`src/rtl/alu_issue_ctrl.sv`:
```
// Issue/decode controller for the 32-bit MIPS ALU: accepts one ALU instruction,
// iterates 1-bit shifts, and presents a masked writeback record.
module alu_issue_ctrl (
  input  logic        clk,
  input  logic        reset,
  input  logic        in_valid,
  output logic        in_ready,
  input  logic [31:0] instr,
  input  logic [31:0] rs_data,
  input  logic [31:0] rt_data,
  output logic [4:0]  alu_fs,
  output logic [31:0] alu_s,
  output logic [31:0] alu_t,
  input  logic        alu_n,
  input  logic        alu_z,
  input  logic        alu_v,
  input  logic        alu_c,
  input  logic [31:0] alu_y_lo,
  output logic        out_valid,
  input  logic        out_ready,
  output logic [31:0] wb_data,
  output logic [4:0]  wb_reg,
  output logic        wb_en,
  output logic [3:0]  flags,
  output logic        illegal,
  output logic        ovf_trap
);

  localparam logic [4:0] FS_PASS_T = 5'h01, FS_ADD  = 5'h02, FS_SUB  = 5'h03,
                         FS_ADDU   = 5'h04, FS_SUBU = 5'h05, FS_SLT  = 5'h06,
                         FS_SLTU   = 5'h07, FS_AND  = 5'h08, FS_OR   = 5'h09,
                         FS_XOR    = 5'h0A, FS_NOR  = 5'h0B, FS_SLL  = 5'h0C,
                         FS_SRL    = 5'h0D, FS_SRA  = 5'h0E, FS_ZERO = 5'h13,
                         FS_ANDI   = 5'h16, FS_ORI  = 5'h17, FS_LUI  = 5'h18,
                         FS_XORI   = 5'h19;

  typedef enum logic [1:0] {IDLE, EXEC, DONE} state_t;
  state_t state, state_nxt;

  function automatic logic [3:0] mask_flags(input logic [4:0] fs, input logic [3:0] nzvc);
    logic arith, shift;
    arith = fs inside {FS_ADD, FS_SUB, FS_ADDU, FS_SUBU};
    shift = fs inside {FS_SLL, FS_SRL, FS_SRA};
    return {nzvc[3], nzvc[2], nzvc[1] & arith, nzvc[0] & (arith | shift)};
  endfunction

  logic [5:0]         opcode, funct;
  logic signed [31:0] imm_sx;
  logic [4:0]         dec_fs, dec_dest, dec_cnt;
  logic [31:0]        dec_t;
  logic               dec_shift, dec_illegal;

  assign opcode = instr[31:26];
  assign funct  = instr[5:0];
  assign imm_sx = {{16{instr[15]}}, instr[15:0]};

  always_comb begin
    dec_fs      = FS_ZERO;
    dec_dest    = instr[15:11];
    dec_t       = rt_data;
    dec_cnt     = 5'd0;
    dec_shift   = 1'b0;
    dec_illegal = 1'b0;
    if (opcode == 6'h00) begin
      case (funct)
        6'h20: dec_fs = FS_ADD;
        6'h21: dec_fs = FS_ADDU;
        6'h22: dec_fs = FS_SUB;
        6'h23: dec_fs = FS_SUBU;
        6'h24: dec_fs = FS_AND;
        6'h25: dec_fs = FS_OR;
        6'h26: dec_fs = FS_XOR;
        6'h27: dec_fs = FS_NOR;
        6'h2A: dec_fs = FS_SLT;
        6'h2B: dec_fs = FS_SLTU;
        6'h00, 6'h02, 6'h03: begin
          dec_shift = 1'b1;
          dec_cnt   = instr[10:6];
          // a zero shift amount still takes one EXEC cycle, passing T through
          if (instr[10:6] == 5'd0)   dec_fs = FS_PASS_T;
          else if (funct == 6'h00)   dec_fs = FS_SLL;
          else if (funct == 6'h02)   dec_fs = FS_SRL;
          else                       dec_fs = FS_SRA;
        end
        default: dec_illegal = 1'b1;
      endcase
    end else begin
      dec_dest = instr[20:16];
      case (opcode)
        6'h08: begin dec_fs = FS_ADD;  dec_t = imm_sx; end
        6'h09: begin dec_fs = FS_ADDU; dec_t = imm_sx; end
        6'h0A: begin dec_fs = FS_SLT;  dec_t = imm_sx; end
        6'h0B: begin dec_fs = FS_SLTU; dec_t = imm_sx; end
        6'h0C: begin dec_fs = FS_ANDI; dec_t = instr; end
        6'h0D: begin dec_fs = FS_ORI;  dec_t = instr; end
        6'h0E: begin dec_fs = FS_XORI; dec_t = instr; end
        6'h0F: begin dec_fs = FS_LUI;  dec_t = instr; end
        default: dec_illegal = 1'b1;
      endcase
    end
  end

  logic [31:0] s_p0, t_p0, y_p1;
  logic [4:0]  fs_p0, cnt_p0, dest_p0;
  logic        shift_p0, illegal_p0, accept, step;
  logic [3:0]  flg_p1;

  assign accept = in_ready & in_valid;
  assign step   = (state == EXEC) & shift_p0 & (cnt_p0 > 5'd1);

  // issue stage: operands latched on accept; T recirculates through the ALU while shifting
  always_ff @(posedge clk) begin
    if (accept) begin
      s_p0  <= rs_data;
      t_p0  <= dec_t;
      fs_p0 <= dec_fs;
    end else if (step) begin
      t_p0  <= alu_y_lo;
    end
  end

  // result stage: cleared on accept so illegal records report zero data and flags
  always_ff @(posedge clk) begin
    if (reset) begin
      state      <= IDLE;
      cnt_p0     <= 5'd0;
      shift_p0   <= 1'b0;
      dest_p0    <= 5'd0;
      illegal_p0 <= 1'b0;
      y_p1       <= '0;
      flg_p1     <= '0;
    end else begin
      state <= state_nxt;
      if (accept) begin
        cnt_p0     <= dec_cnt;
        shift_p0   <= dec_shift;
        dest_p0    <= dec_dest;
        illegal_p0 <= dec_illegal;
        y_p1       <= '0;
        flg_p1     <= '0;
      end else if (state == EXEC) begin
        y_p1   <= alu_y_lo;
        flg_p1 <= mask_flags(fs_p0, {alu_n, alu_z, alu_v, alu_c});
        if (step) cnt_p0 <= cnt_p0 - 5'd1;
      end
    end
  end

  always_comb begin
    state_nxt = state;
    in_ready  = 1'b0;
    out_valid = 1'b0;
    alu_fs    = FS_ZERO;
    alu_s     = '0;
    alu_t     = '0;
    case (state)
      IDLE: begin
        in_ready = ~reset;
        if (in_valid) state_nxt = dec_illegal ? DONE : EXEC;
      end
      EXEC: begin
        alu_fs = fs_p0;
        alu_s  = s_p0;
        alu_t  = t_p0;
        if (!step) state_nxt = DONE;
      end
      DONE: begin
        out_valid = ~reset;
        if (out_ready) state_nxt = IDLE;
      end
      default: state_nxt = IDLE;
    endcase
  end

  assign wb_data  = y_p1;
  assign flags    = flg_p1;
  assign wb_reg   = dest_p0;
  assign illegal  = illegal_p0;
  assign ovf_trap = flg_p1[1] & ((fs_p0 == FS_ADD) | (fs_p0 == FS_SUB));
  assign wb_en    = (dest_p0 != 5'd0) & ~illegal_p0 & ~ovf_trap;

endmodule

```
`config.mk`:
```
export PLATFORM = sky130hd
export DESIGN_NAME = alu_issue_ctrl
export DESIGN_NICKNAME = d
export VERILOG_FILES = /design/src/rtl/alu_issue_ctrl.sv
export SDC_FILE = /design/constraint.sdc
export NUM_CORES = 1
export LEC_CHECK = 0
export CORE_MARGIN = 2
export CORE_UTILIZATION = 45
export DETAILED_ROUTE_END_ITERATION = 12
export PLACE_DENSITY = 0.87
export RECOVER_POWER = 100
export SKIP_LAST_GASP = 1
export SLEW_MARGIN = 0
export SYNTH_ARGS = -nofsm -noshare
export SYNTH_HDL_FRONTEND = slang
export SYNTH_SLANG_ARGS = --single-unit
```
`constraint.sdc`:
```
create_clock -name clk -period 7.2 [get_ports clk]
set_clock_uncertainty 0.05 [all_clocks]
set_input_delay 1.08 -clock clk [delete_from_list [all_inputs] [get_ports clk]]
set_output_delay 1.08 -clock clk [all_outputs]
set_load 0.01 [all_outputs]
```
# Word level (Yosys, flattened, before mapping)

Cells that the tools add are included.

Input port bits: 136
Output and inout port bits: 115
Register bits after elaboration: 119
Word-level logic and storage cells: 105

Order comparisons: 1
Reduce and logical (&&, ||, !) cells: 17
Add/subtract/negate cells: 1
Mux-type cells: 31
Bitwise operators: 13
Equality and inequality tests: 32

Operators with widths:

| kind                                                          | count |
|---|---|
| two-way mux 32 bit                                            | 5 |
| one-hot mux 32 bit (2 select lines)                           | 1 |
| equality test 6 bit, second input constant                    | 10 |
| one-hot mux 5 bit (11 select lines)                           | 1 |
| equality test 6 x 4 -> 1 bit, second input constant           | 8 |
| two-way mux 5 bit                                             | 8 |
| one-hot mux 5 bit (8 select lines)                            | 1 |
| equality test 5 x 4 -> 1 bit, second input constant           | 3 |
| OR reduction 13 bit                                           | 1 |
| equality test 6 x 2 -> 1 bit, second input constant           | 2 |
| logical NOT 6 bit                                             | 2 |
| two-way mux 2 bit                                             | 6 |
| equality test 5 x 2 -> 1 bit, second input constant           | 2 |
| equality test 5 x 3 -> 1 bit, second input constant           | 2 |
| AND 1 bit                                                     | 8 |
| OR reduction 4 bit                                            | 2 |
| OR reduction 8 bit                                            | 1 |
| two-way mux 1 bit                                             | 7 |
| inequality test 2 bit, second input constant                  | 3 |
| one-hot mux 2 bit (3 select lines)                            | 1 |
| greater-than comparator 5 x 1 -> 1 bit, second input constant | 1 |
| logical NOT 5 bit                                             | 1 |
| nonzero test 5 bit                                            | 1 |
| subtractor 5 x 1 -> 5 bit, second input constant              | 1 |
| 13 further kinds                                              | 17 |

# Depth between registers and ports, before layout

Gate-level depths: netlist of the first run.

Depth in word-level cells: 7
Gate-level depth with buffers: 7
Depth with buffers taken out: 7

# Worst setup path before layout of the first run

No wires, ideal clock.

Kind: input-to-reg
Start: input port reset
End: register fs_p0[0] (enable)
Arrival: 2.578 ns
Buffers on the path: 1
Data required time: 6.758 ns
Stages on the path: 4
Library setup time: 0.392 ns
Setup slack: 4.180 ns
Cell sequence: nor3_1 > nand2_1 > clkbuf_1 > inv_1

Longest elaborated chain between the ends: 3

RTL lines:

| item                   | RTL line | RTL |
|---|---|---|
| start: declaration     | 5        | `input logic reset,` |
| NOT 1 bit              | 158      | `in_ready = ~reset;` |
| two-way mux 1 bit      | 156      | `case (state)` |
| AND 1 bit              | 108      | `assign accept = in_ready & in_valid;` |
| named net accept       | 105      | `logic shift_p0, illegal_p0, accept, step;` |
| end signal: assignment | 116      | `fs_p0 <= dec_fs;` |
| end: declaration       | 104      | `logic [4:0] fs_p0, cnt_p0, dest_p0;` |

The timed path passes the listed nets, and every way through them passes these cells.
A chain may end at the register's enable or synchronous reset.

# Final worst setup path of the first run

Start: register state[0]
End: output port alu_s[14]

Longest elaborated chain between the ends: 2

RTL lines:

| item                         | RTL line | RTL |
|---|---|---|
| start: declaration           | 38       | `state_t state, state_nxt;` |
| start signal: assignment     | 133      | `state <= state_nxt;` |
| equality test 2 x 1 -> 1 bit | 156      |  |
| two-way mux 32 bit           | 156      |  |
| end: declaration             | 12       | `output logic [31:0] alu_s,` |

Every way passes these cells.

==> impl_metrics.yaml, run 1 <==
synth:
  synth_area_leaders: "edfxtp_1 37%, dfxtp_1 18%, nand2_1 8.5%"
  synthesis.nets: 727
  yosys.area.top_type_share_pct: 37.3
  synth_flop_cell: "edfxtp_1"
  async_flop_share_pct: 0
  ys_warn_count: 0
  synth_top_family_by_area: "simple AND/OR/NAND/NOR gates"
  synthCells: 589
  synth_xor_area_share_pct: 0.631
  synth.lib_cells_used.distinct: 44
  syn_avg_cell_area_um2: 9.43
  ys_seq_area_share_pct: 55.4
  synth_fa_ha_area_share_pct: 0.451
  synth_area_um2: 5550
  yosys.area_share.simple_pct: 22.8
  synth_edf_count: 69
  synth.area.mux_share_pct: 4.17
  yosys_register_bits: 119
  yosysTopAreaCell: "edfxtp_1"
  synth-compound-area-share_pct: 13.1
pwr:
  power_frac_clock_pct: 47.6
  ir_drop_uv: 130
  pwr-share-comb_pct: 10.7
  internal-power_w: 0.00139
  swShare_pct: 23.8
  p_leak_nw: 3.42
  power_w: 0.00183
  p_sw_w: 0.000435
  powerDensity_nw_per_um2: 210
  p_seq_share_pct: 41.7
clock_network:
  numCtsBuffers: 17
  cts_tree: "done"
  path_clk_slew_ns: 0.06
  clkLatencyLatePin_ns: 0.42
  cts.sinks: 119
  cts_resized: 0
  cts_htree_levels: 4
  cts-hold-fix-buffers: 0
  root_buffer: "clkbuf_16"
  post_cts_buffers: 0
  clockBufferDepth: 2
die:
  die-area_um2: 13200
  initial_core_util_pct: 46.2
  fp.dieH_um: 115
  core_region_area_um2: 12000
  ios: 251
  num_rows: 40
  die_x_um: 115
worst_setup_path:
  crit_arrival_ns: 4.05
  crit_path_cell_trace: "nor2b_4, clkbuf_1, and2_1, dlygate4sd3_1"
  slowest_stage: "clkbuf_1"
  cp.depth: 4
  worstSetupPathType: "reg -> out"
  timing.critical_path.buf_inv: 2
  rr_worst_depth: 4
  critPathMaxFanout: 56
  endpoint: "alu_s[14]"
  critical_path_required_ns: 6.07
  r2r-end: "t_p0[15]"
  cpPeakStageDelay_ns: 1.40
  crit_path_end_kind: "output port"
  reg2reg_slack_ns: 3.52
  worstReg2RegStart: "state[0]"
  cp_top_family: "buffers and inverters"
  start_kind: "register"
  crit_start: "state[0]"
sta:
  finalSetupViolCount: 0
  fin_ws_ns: 2.02
  worst_pin_slew_ns: 2.49
  slew_headroom_pct: -66.2
  rsz0062_at_grt: "false"
  max_freq_mhz: 193
  post-route-period-util_pct: 71.9
  min_period_ns: 5.18
  hold_violations: 0
  fin_tns_setup_ns: 0
  drv_slew: 171
placement:
  port_buffers: 250
  dp_hpwl_mm: 12.6
  placed_cell_area_um2: 8120
  pre_cts_slack_ns: 3.33
  place_congestion: 0.862
cells_and_area:
  final_cell_mix: "138 x clkdlybuf4s50_1, 124 x nand2_1, 112 x dlygate4sd3_1"
  fin_area_um2: 8700
  nNetsFinal: 960
  n_fill_cell: 853
  seq_area_um2: 3070
  drive_above_1_share_pct: 4.79
  area_delta_synth_final_pct: 56.7
  layout.cells.most_common: "clkdlybuf4s50_1"
  multi_input_area_um2: 2280
  final_core_util_pct: 72.4
global_routing:
  grt_use_met2_pct: 46.4
  grt_usage_pct: 26.2
  gr-total-overflow: 0
  grtUsageMet3_pct: 7.12
  grt_start_max_net_pins: 71
  antenna_found_initial: 2
  use_met1_pct: 29.6
  grt.busiest_layer: "met2"
  grt_first_pass_wirelength_mm: 26.2
  grt_pass1_vias: 5130
min_path:
  hp-class: "reg -> reg"
  hp-start: "wb_data[23]"
status:
  status: "finished, violations left"
  violations: "capacitance limit, slew limit"
detailed_routing:
  detail_route.vias_per_cell: 5.42
  drt-initial-drc-count: 628
  detailedRoute.firstPassIterationCount: 5
  vias: 5324
  drc: 0
  drt-wirelength-per-cell_um: 17.9
  wl_mm: 17.6
  ant_nets: 0
run:
  maxCapViolations: 4
[stage by stage]
| stage | hold WS [ns] | instances |
|---|---|---|
| finish | 0.401 | 983 |
| global route | 0.423 | 983 |
| CTS | 0.407 | 982 |
| detailed placement | 0.399 | 950 |
| global placement | 0.392 | 950 |
| floorplan | 0.431 | 589 |
[layout make-up]
class | instances | share of cell area (%)
antenna | 1 | 0.0288
multi-input combinational | 422 | 26.2
clock buffer | 18 | 5.18
sequential | 119 | 35.3
inverter | 6 | 0.259
tap | 147 | 2.11
clock inverter | 14 | 1.81
timing repair buffer | 256 | 29.1
[synth_stat cells, types with 2 or more instances]
library cell	number
nor3_1	6
ha_1	2
inv_1	6
nor3b_1	3
buf_1	6
nand4_1	2
nor2_1	29
xor2_1	2
nand2_1	125
or3_1	4
nand3_1	15
clkbuf_1	34
a21oi_1	50
nor2b_1	2
a211oi_1	8
dfxtp_1	50
o22ai_1	2
or4_1	2
mux2i_1	22
xnor2_1	2
o21ai_0	51
a31oi_1	2
nand2b_1	6
buf_6	2
and2_1	66
o31ai_1	3
edfxtp_1	69
a22o_1	2
[metal layers]
metal  part of all wire, %  vias up
met5                     0        -
met4                   3.1        0
met3                   8.6       42
met2                    52      316
met1                    37     2461
li1                      -     2505
[tightest hold or removal path, cell delays in order, from the launching register on]
cell and delay (ns):
dfxtp_1 0.30, nand2_1 0.05, a21oi_1 0.05
[worst min-delay path by stage]
| stage | cells after the start | slack (ns) | end |
|---|---|---|---|
| after floorplan | 2 | 0.43 | flags[2] |
| after global placement | 2 | 0.39 | wb_data[28] |
| after detailed placement | 2 | 0.40 | wb_data[11] |
| after CTS | 2 | 0.41 | wb_data[11] |
| after global routing | 2 | 0.42 | wb_data[19] |
| final | 2 | 0.40 | wb_data[23] |
[cells by family after synthesis]
kind of cell	after synthesis
xor+xnor	4
flops	119
simple gates	266
mux	23
compound gates	127
buf+inv	48
fa+ha+maj	2
[power by group through the flow]
stage	Sequential, W	Combinational, W	Clock (W)
after global routing	0.000763	0.000212	0.000911
final	0.000762	0.000195	0.000869
after floorplan	0.000773	0.0000776	0
after global placement	0.000773	0.000196	0
after CTS	0.000761	0.000203	0.000879
after detailed placement	0.000775	0.000200	0
Power figures use the tool's default switching activity.
==> inputs of run 2 (changes only) <==
--- a/config.mk
+++ b/config.mk
@@ -6,9 +6,9 @@
 export NUM_CORES = 1
 export LEC_CHECK = 0
 export CORE_MARGIN = 2
-export CORE_UTILIZATION = 45
+export CORE_UTILIZATION = 42
 export DETAILED_ROUTE_END_ITERATION = 12
-export PLACE_DENSITY = 0.87
+export PLACE_DENSITY = 0.82
 export RECOVER_POWER = 100
 export SKIP_LAST_GASP = 1
 export SLEW_MARGIN = 0
==> constraint.sdc (replaced) <==
create_clock -name clk -period 5.2 [get_ports clk]
set_clock_uncertainty 0.05 [all_clocks]
set_input_delay 0.78 -clock clk [delete_from_list [all_inputs] [get_ports clk]]
set_output_delay 0.78 -clock clk [all_outputs]
set_load 0.01 [all_outputs]
==> run 2 against run 1 <==
  * The flow still finishes with violations (capacitance limit, slew limit)
  * Sequential share of layout area about the same
  * Final cell count grew 3.0%
  * Worst setup slack worse by 1.1 ns
  * Core utilization down 5.9 points
  * Clock power is 29% higher
  * Global-route usage is 1.8 points lower
  * Power rose by 34%
  * Routed wire length fell by 0.79%
  * Count of clock-buffer cells in the layout up 4
  * Cell area hardly changed
  * Via count shrank 1.8%
  * Critical path type unchanged
  * Critical endpoint is now alu_t[23]
  * Largest cell class unchanged
  * Largest power group unchanged
==> impl_metrics.yaml, run 2 (synthesis gave the netlist of run 1 again) <==
pwr:
  pwr-share-comb_pct: 11.1
  p_leak_nw: 3.41
  p_seq_share_pct: 43.0
  internal-power_w: 0.00188
  ir_drop_uv: 224
  p_sw_w: 0.000567
  powerDensity_nw_per_um2: 281
  swShare_pct: 23.2
  power_frac_clock_pct: 45.9
cells_and_area:
  final_cell_mix: "138 x clkdlybuf4s50_1, 124 x nand2_1, 112 x dlygate4sd3_1"
  n_antenna_cell: 0
  layout.cells.most_common: "clkdlybuf4s50_1"
  drive_above_1_share_pct: 4.55
  stdcell_count: 1012
  fin_area_um2: 8700
  nNetsFinal: 961
  area_delta_synth_final_pct: 56.8
worst_setup_path:
  worstSetupPathType: "reg -> out"
  reg2reg_slack_ns: 1.60
  slowest_stage: "clkbuf_2"
  crit_path_cell_trace: "nor2b_4, clkbuf_2, and2_1, dlygate4sd3_1"
  rr_worst_depth: 4
  crit_path_end_kind: "output port"
  worstReg2RegStart: "state[0]"
  critPathMaxFanout: 64
  critical_path_required_ns: 4.37
  cp.depth: 4
  r2r-end: "t_p0[20]"
  cp_top_family: "buffers and inverters"
  crit_arrival_ns: 3.40
  start_kind: "register"
  cpPeakStageDelay_ns: 0.89
  timing.critical_path.buf_inv: 2
clock_network:
  cts.sinks: 119
  cts_htree_levels: 4
  root_buffer: "clkbuf_16"
  cts-hold-fix-buffers: 0
  post_cts_buffers: 0
  path_clk_slew_ns: 0.05
  clkLatencyLatePin_ns: 0.41
  cts_tree: "done"
  numCtsBuffers: 17
  clockBufferDepth: 2
  cts_resized: 0
sta:
  rsz0062_at_grt: "false"
  slew_headroom_pct: -78.5
  finalSetupViolCount: 0
  hold_violations: 0
  worst_pin_slew_ns: 2.68
  fin_tns_setup_ns: 0
  drv_slew: 114
  min_period_ns: 4.23
  post-route-period-util_pct: 81.4
  max_freq_mhz: 236
detailed_routing:
  drc: 0
  detailedRoute.firstPassIterationCount: 5
  drt-initial-drc-count: 444
  wl_met1_mm: 6.97
  detail_route.vias_per_cell: 5.17
  top_layer: "met4"
  vias: 5229
  drt-wirelength-per-cell_um: 17.3
  wl_mm: 17.5
  ant_nets: 0
  dr_wl_met3_mm: 1.47
  route.met2.wl_mm: 8.60
min_path:
  worstHoldPathCells: 2
  hp-start: "wb_data[5]"
  hp-class: "reg -> reg"
  hold_end: "wb_data[5]"
placement:
  dp_hpwl_mm: 12.8
  place_congestion: 0.897
  placed_cell_area_um2: 8180
  port_buffers: 250
  dp.cells: 980
die:
  die_x_um: 119
  ios: 251
  core_region_area_um2: 13100
  num_rows: 42
  die-area_um2: 14200
  initial_core_util_pct: 42.4
  fp.dieH_um: 119
global_routing:
  antenna_found_initial: 0
  grt_start_max_net_pins: 69
  grt_pass1_vias: 5045
  gr-total-overflow: 0
  grt_first_pass_wirelength_mm: 26.6
  grt_usage_pct: 24.4
run:
  maxCapViolations: 3
status:
  status: "finished, violations left"
  violations: "capacitance limit, slew limit"
[run 2: routing by layer]
metal | up-vias | track usage [%]
met4 | 0 | 10.9
met2 | 256 | 41.9
li1 | 2506 | -
met3 | 35 | 7.76
met1 | 2432 | 27.8
met5 | - | 0
[run 2: power by group through the flow]
stage	clock network, W	logic, W	registers, W
after global routing	0.00118	0.000294	0.00106
after global placement	0	0.000273	0.00107
after detailed placement	0	0.000282	0.00107
final	0.00112	0.000272	0.00105
after CTS	0.00114	0.000283	0.00105
after floorplan	0	0.000107	0.00107
[run 2: metrics by stage]
| stage | util (%) | hold WS [ns] | power, W | setup slack (ns) |
|---|---|---|---|---|
| floorplan | - | 0.431 | 0.00118 | 2.48 |
| global placement | 62.5 | 0.393 | 0.00134 | 1.85 |
| detailed placement | 62.5 | 0.398 | 0.00135 | 1.77 |
| CTS | 66.8 | 0.406 | 0.00248 | 1.59 |
| global route | 66.5 | 0.420 | 0.00253 | 0.745 |
| finish | 66.5 | 0.403 | 0.00245 | 0.970 |
[run 2: worst reg2reg max path: cells and delay by family, from the launching register on]
family          cells  cell delay, ns
buf+inv             1            0.86
simple gates        2            1.41
flops               1            0.44
compound gates      1            0.44
[run 2: how the worst max path moves through the flow]
stage	start	to	slack (ns)
after floorplan	reset	fs_p0[0]	2.48
after global routing	state[0]	alu_t[1]	0.74
final	state[0]	alu_t[23]	0.97
after detailed placement	instr[28]	fs_p0[0]	1.77
after global placement	instr[28]	fs_p0[0]	1.85
after CTS	state[0]	alu_t[0]	1.59
[run 2: area by class of cell]
| class | count | area, um^2 |
|---|---|---|
| Sequential cell | 119 | 3070 |
| Tap cell | 176 | 220 |
| Multi-Input combinational cell | 422 | 2280 |
| Inverter | 6 | 22.5 |
| Timing Repair Buffer | 257 | 2540 |
| Fill cell | 1031 | 4380 |
| Clock buffer | 22 | 475 |
| Clock inverter | 10 | 92.6 |
==> inputs of run 3 (changes only) <==
==> constraint.sdc (replaced) <==
create_clock -name clk -period 4 [get_ports clk]
set_clock_uncertainty 0.05 [all_clocks]
set_input_delay 0.6 -clock clk [delete_from_list [all_inputs] [get_ports clk]]
set_output_delay 0.6 -clock clk [all_outputs]
set_load 0.01 [all_outputs]
==> run 3 against run 2 <==
  * The flow still finishes with violations (capacitance limit, slew limit)
  * Sequential share of layout area fell by 0.47 points
  * Global-route usage rose by 1.1 points
  * Via count rose by 1.9%
  * Count of clock-buffer cells in the layout fell by 5
  * Cell area rose by 1.3%
  * Hold slack got worse by 0.0019 ns
  * Final cell count rose by 0.40%
  * Critical path depth did not move
  * Routed wire length rose by 1.8%
  * Core utilization rose by 0.89 points
==> impl_metrics.yaml, run 3 (synthesis gave the netlist of run 1 again) <==
global_routing:
  grt_start_max_net_pins: 59
  gr-total-overflow: 0
  grt_usage_pct: 25.5
  antenna_found_initial: 0
  grt_pass1_vias: 5482
  grt_first_pass_wirelength_mm: 28.1
die:
  core_region_area_um2: 13100
  initial_core_util_pct: 42.4
  die_x_um: 119
  die-area_um2: 14200
  ios: 251
  num_rows: 42
  fp.dieH_um: 119
cells_and_area:
  stdcell_count: 1016
  nNetsFinal: 965
  n_fill_cell: 1000
  drive_above_1_share_pct: 5.00
  n_antenna_cell: 0
  final_cell_mix: "145 x clkdlybuf4s50_1, 125 x nand2_1, 105 x dlygate4sd3_1"
  final_core_util_pct: 67.4
  area_delta_synth_final_pct: 58.8
  layout.cells.most_common: "clkdlybuf4s50_1"
placement:
  dp.cells: 984
  place_congestion: 0.833
  port_buffers: 250
  dp_hpwl_mm: 12.9
clock_network:
  clkLatencyLatePin_ns: 0.42
  cts-hold-fix-buffers: 0
  path_clk_slew_ns: 0.05
  cts_resized: 0
  numCtsBuffers: 17
  cts.sinks: 119
  post_cts_buffers: 0
  cts_tree: "done"
  clockBufferDepth: 2
  cts_htree_levels: 4
  root_buffer: "clkbuf_16"
worst_setup_path:
  cpPeakStageDelay_ns: 0.73
  crit_path_end_kind: "output port"
  crit_arrival_ns: 2.71
  start_kind: "register"
  worstSetupPathType: "reg -> out"
  timing.critical_path.buf_inv: 2
  cp_top_family: "buffers and inverters"
  crit_path_cell_trace: "nor2b_1, clkbuf_2, and2_1, dlygate4sd3_1"
  slowest_stage: "clkbuf_2"
  critPathMaxFanout: 58
  critical_path_required_ns: 3.35
detailed_routing:
  ant_nets: 0
  drt-initial-drc-count: 471
  detailedRoute.firstPassIterationCount: 7
  wl_mm: 17.8
  vias: 5327
  drc: 0
  detail_route.vias_per_cell: 5.24
  drt-wirelength-per-cell_um: 17.5
sta:
  worst_pin_slew_ns: 1.71
  hold_violations: 0
  min_period_ns: 3.36
  post-route-period-util_pct: 84.1
  fin_tns_setup_ns: 0
  finalSetupViolCount: 0
  rsz0062_at_grt: "false"
  holdWs_ns: 0.401
  max_freq_mhz: 297
  slew_headroom_pct: -14.2
  drv_slew: 42
pwr:
  p_leak_nw: 3.44
  ir_drop_uv: 302
  power_w: 0.00343
  powerDensity_nw_per_um2: 389
status:
  status: "finished, violations left"
  violations: "capacitance limit, slew limit"
run:
  maxCapViolations: 1
min_path:
  hp-class: "reg -> reg"
## run 3: through the flow
stage          setup WS (ns)  cell area (um^2)
3_5_place_dp           0.764              8210
3_3_place_gp           0.810              8210
4_1_cts                 1.01              8870
6_report               0.636              8820
5_1_grt                0.476              8820
2_1_floorplan           1.46              5550
## run 3: worst paths after layout
kind,start,endpoint,slack (ns),cells past startpoint
max,state[0],alu_t[27],0.64,4
min,wb_data[10],wb_data[10],0.40,2
max reg2reg,state[0],cnt_p0[4],1.02,4
min reg2reg,wb_data[10],wb_data[10],0.40,2
## run 3: cell type report
cell class | count | area, um^2 | share of cell area, %
flip-flops and latches | 119 | 3070 | 34.8
inverters | 6 | 22.5 | 0.255
multi-input cells | 422 | 2270 | 25.7
well taps | 176 | 220 | 2.50
clock buffers | 17 | 425 | 4.82
repair buffers | 261 | 2580 | 29.2
clock inverters | 15 | 231 | 2.62
## run 3: where the power goes
part | total, W | internal (W) | switching (W)
sequential | 0.00137 | 0.00135 | 0.0000172
clock | 0.00170 | 0.00116 | 0.000546
combinational | 0.000360 | 0.000188 | 0.000173
## run 3: worst min-delay path: cells and delay by family (launching register included)
kind | cells | cell delay, ns
and+or+nand+nor | 1 | 0.05
AOI/OAI and AO/OA | 1 | 0.05
DFF | 1 | 0.30
## run 3: layer usage
layer  GRT usage (%)  part of all wire (%)  vias up
li1                -                     -     2515
met5               0                     0        -
met3            8.62                   8.9       39
met2            43.2                    50      270
met4            10.1                   2.6        0
met1            29.7                    39     2503
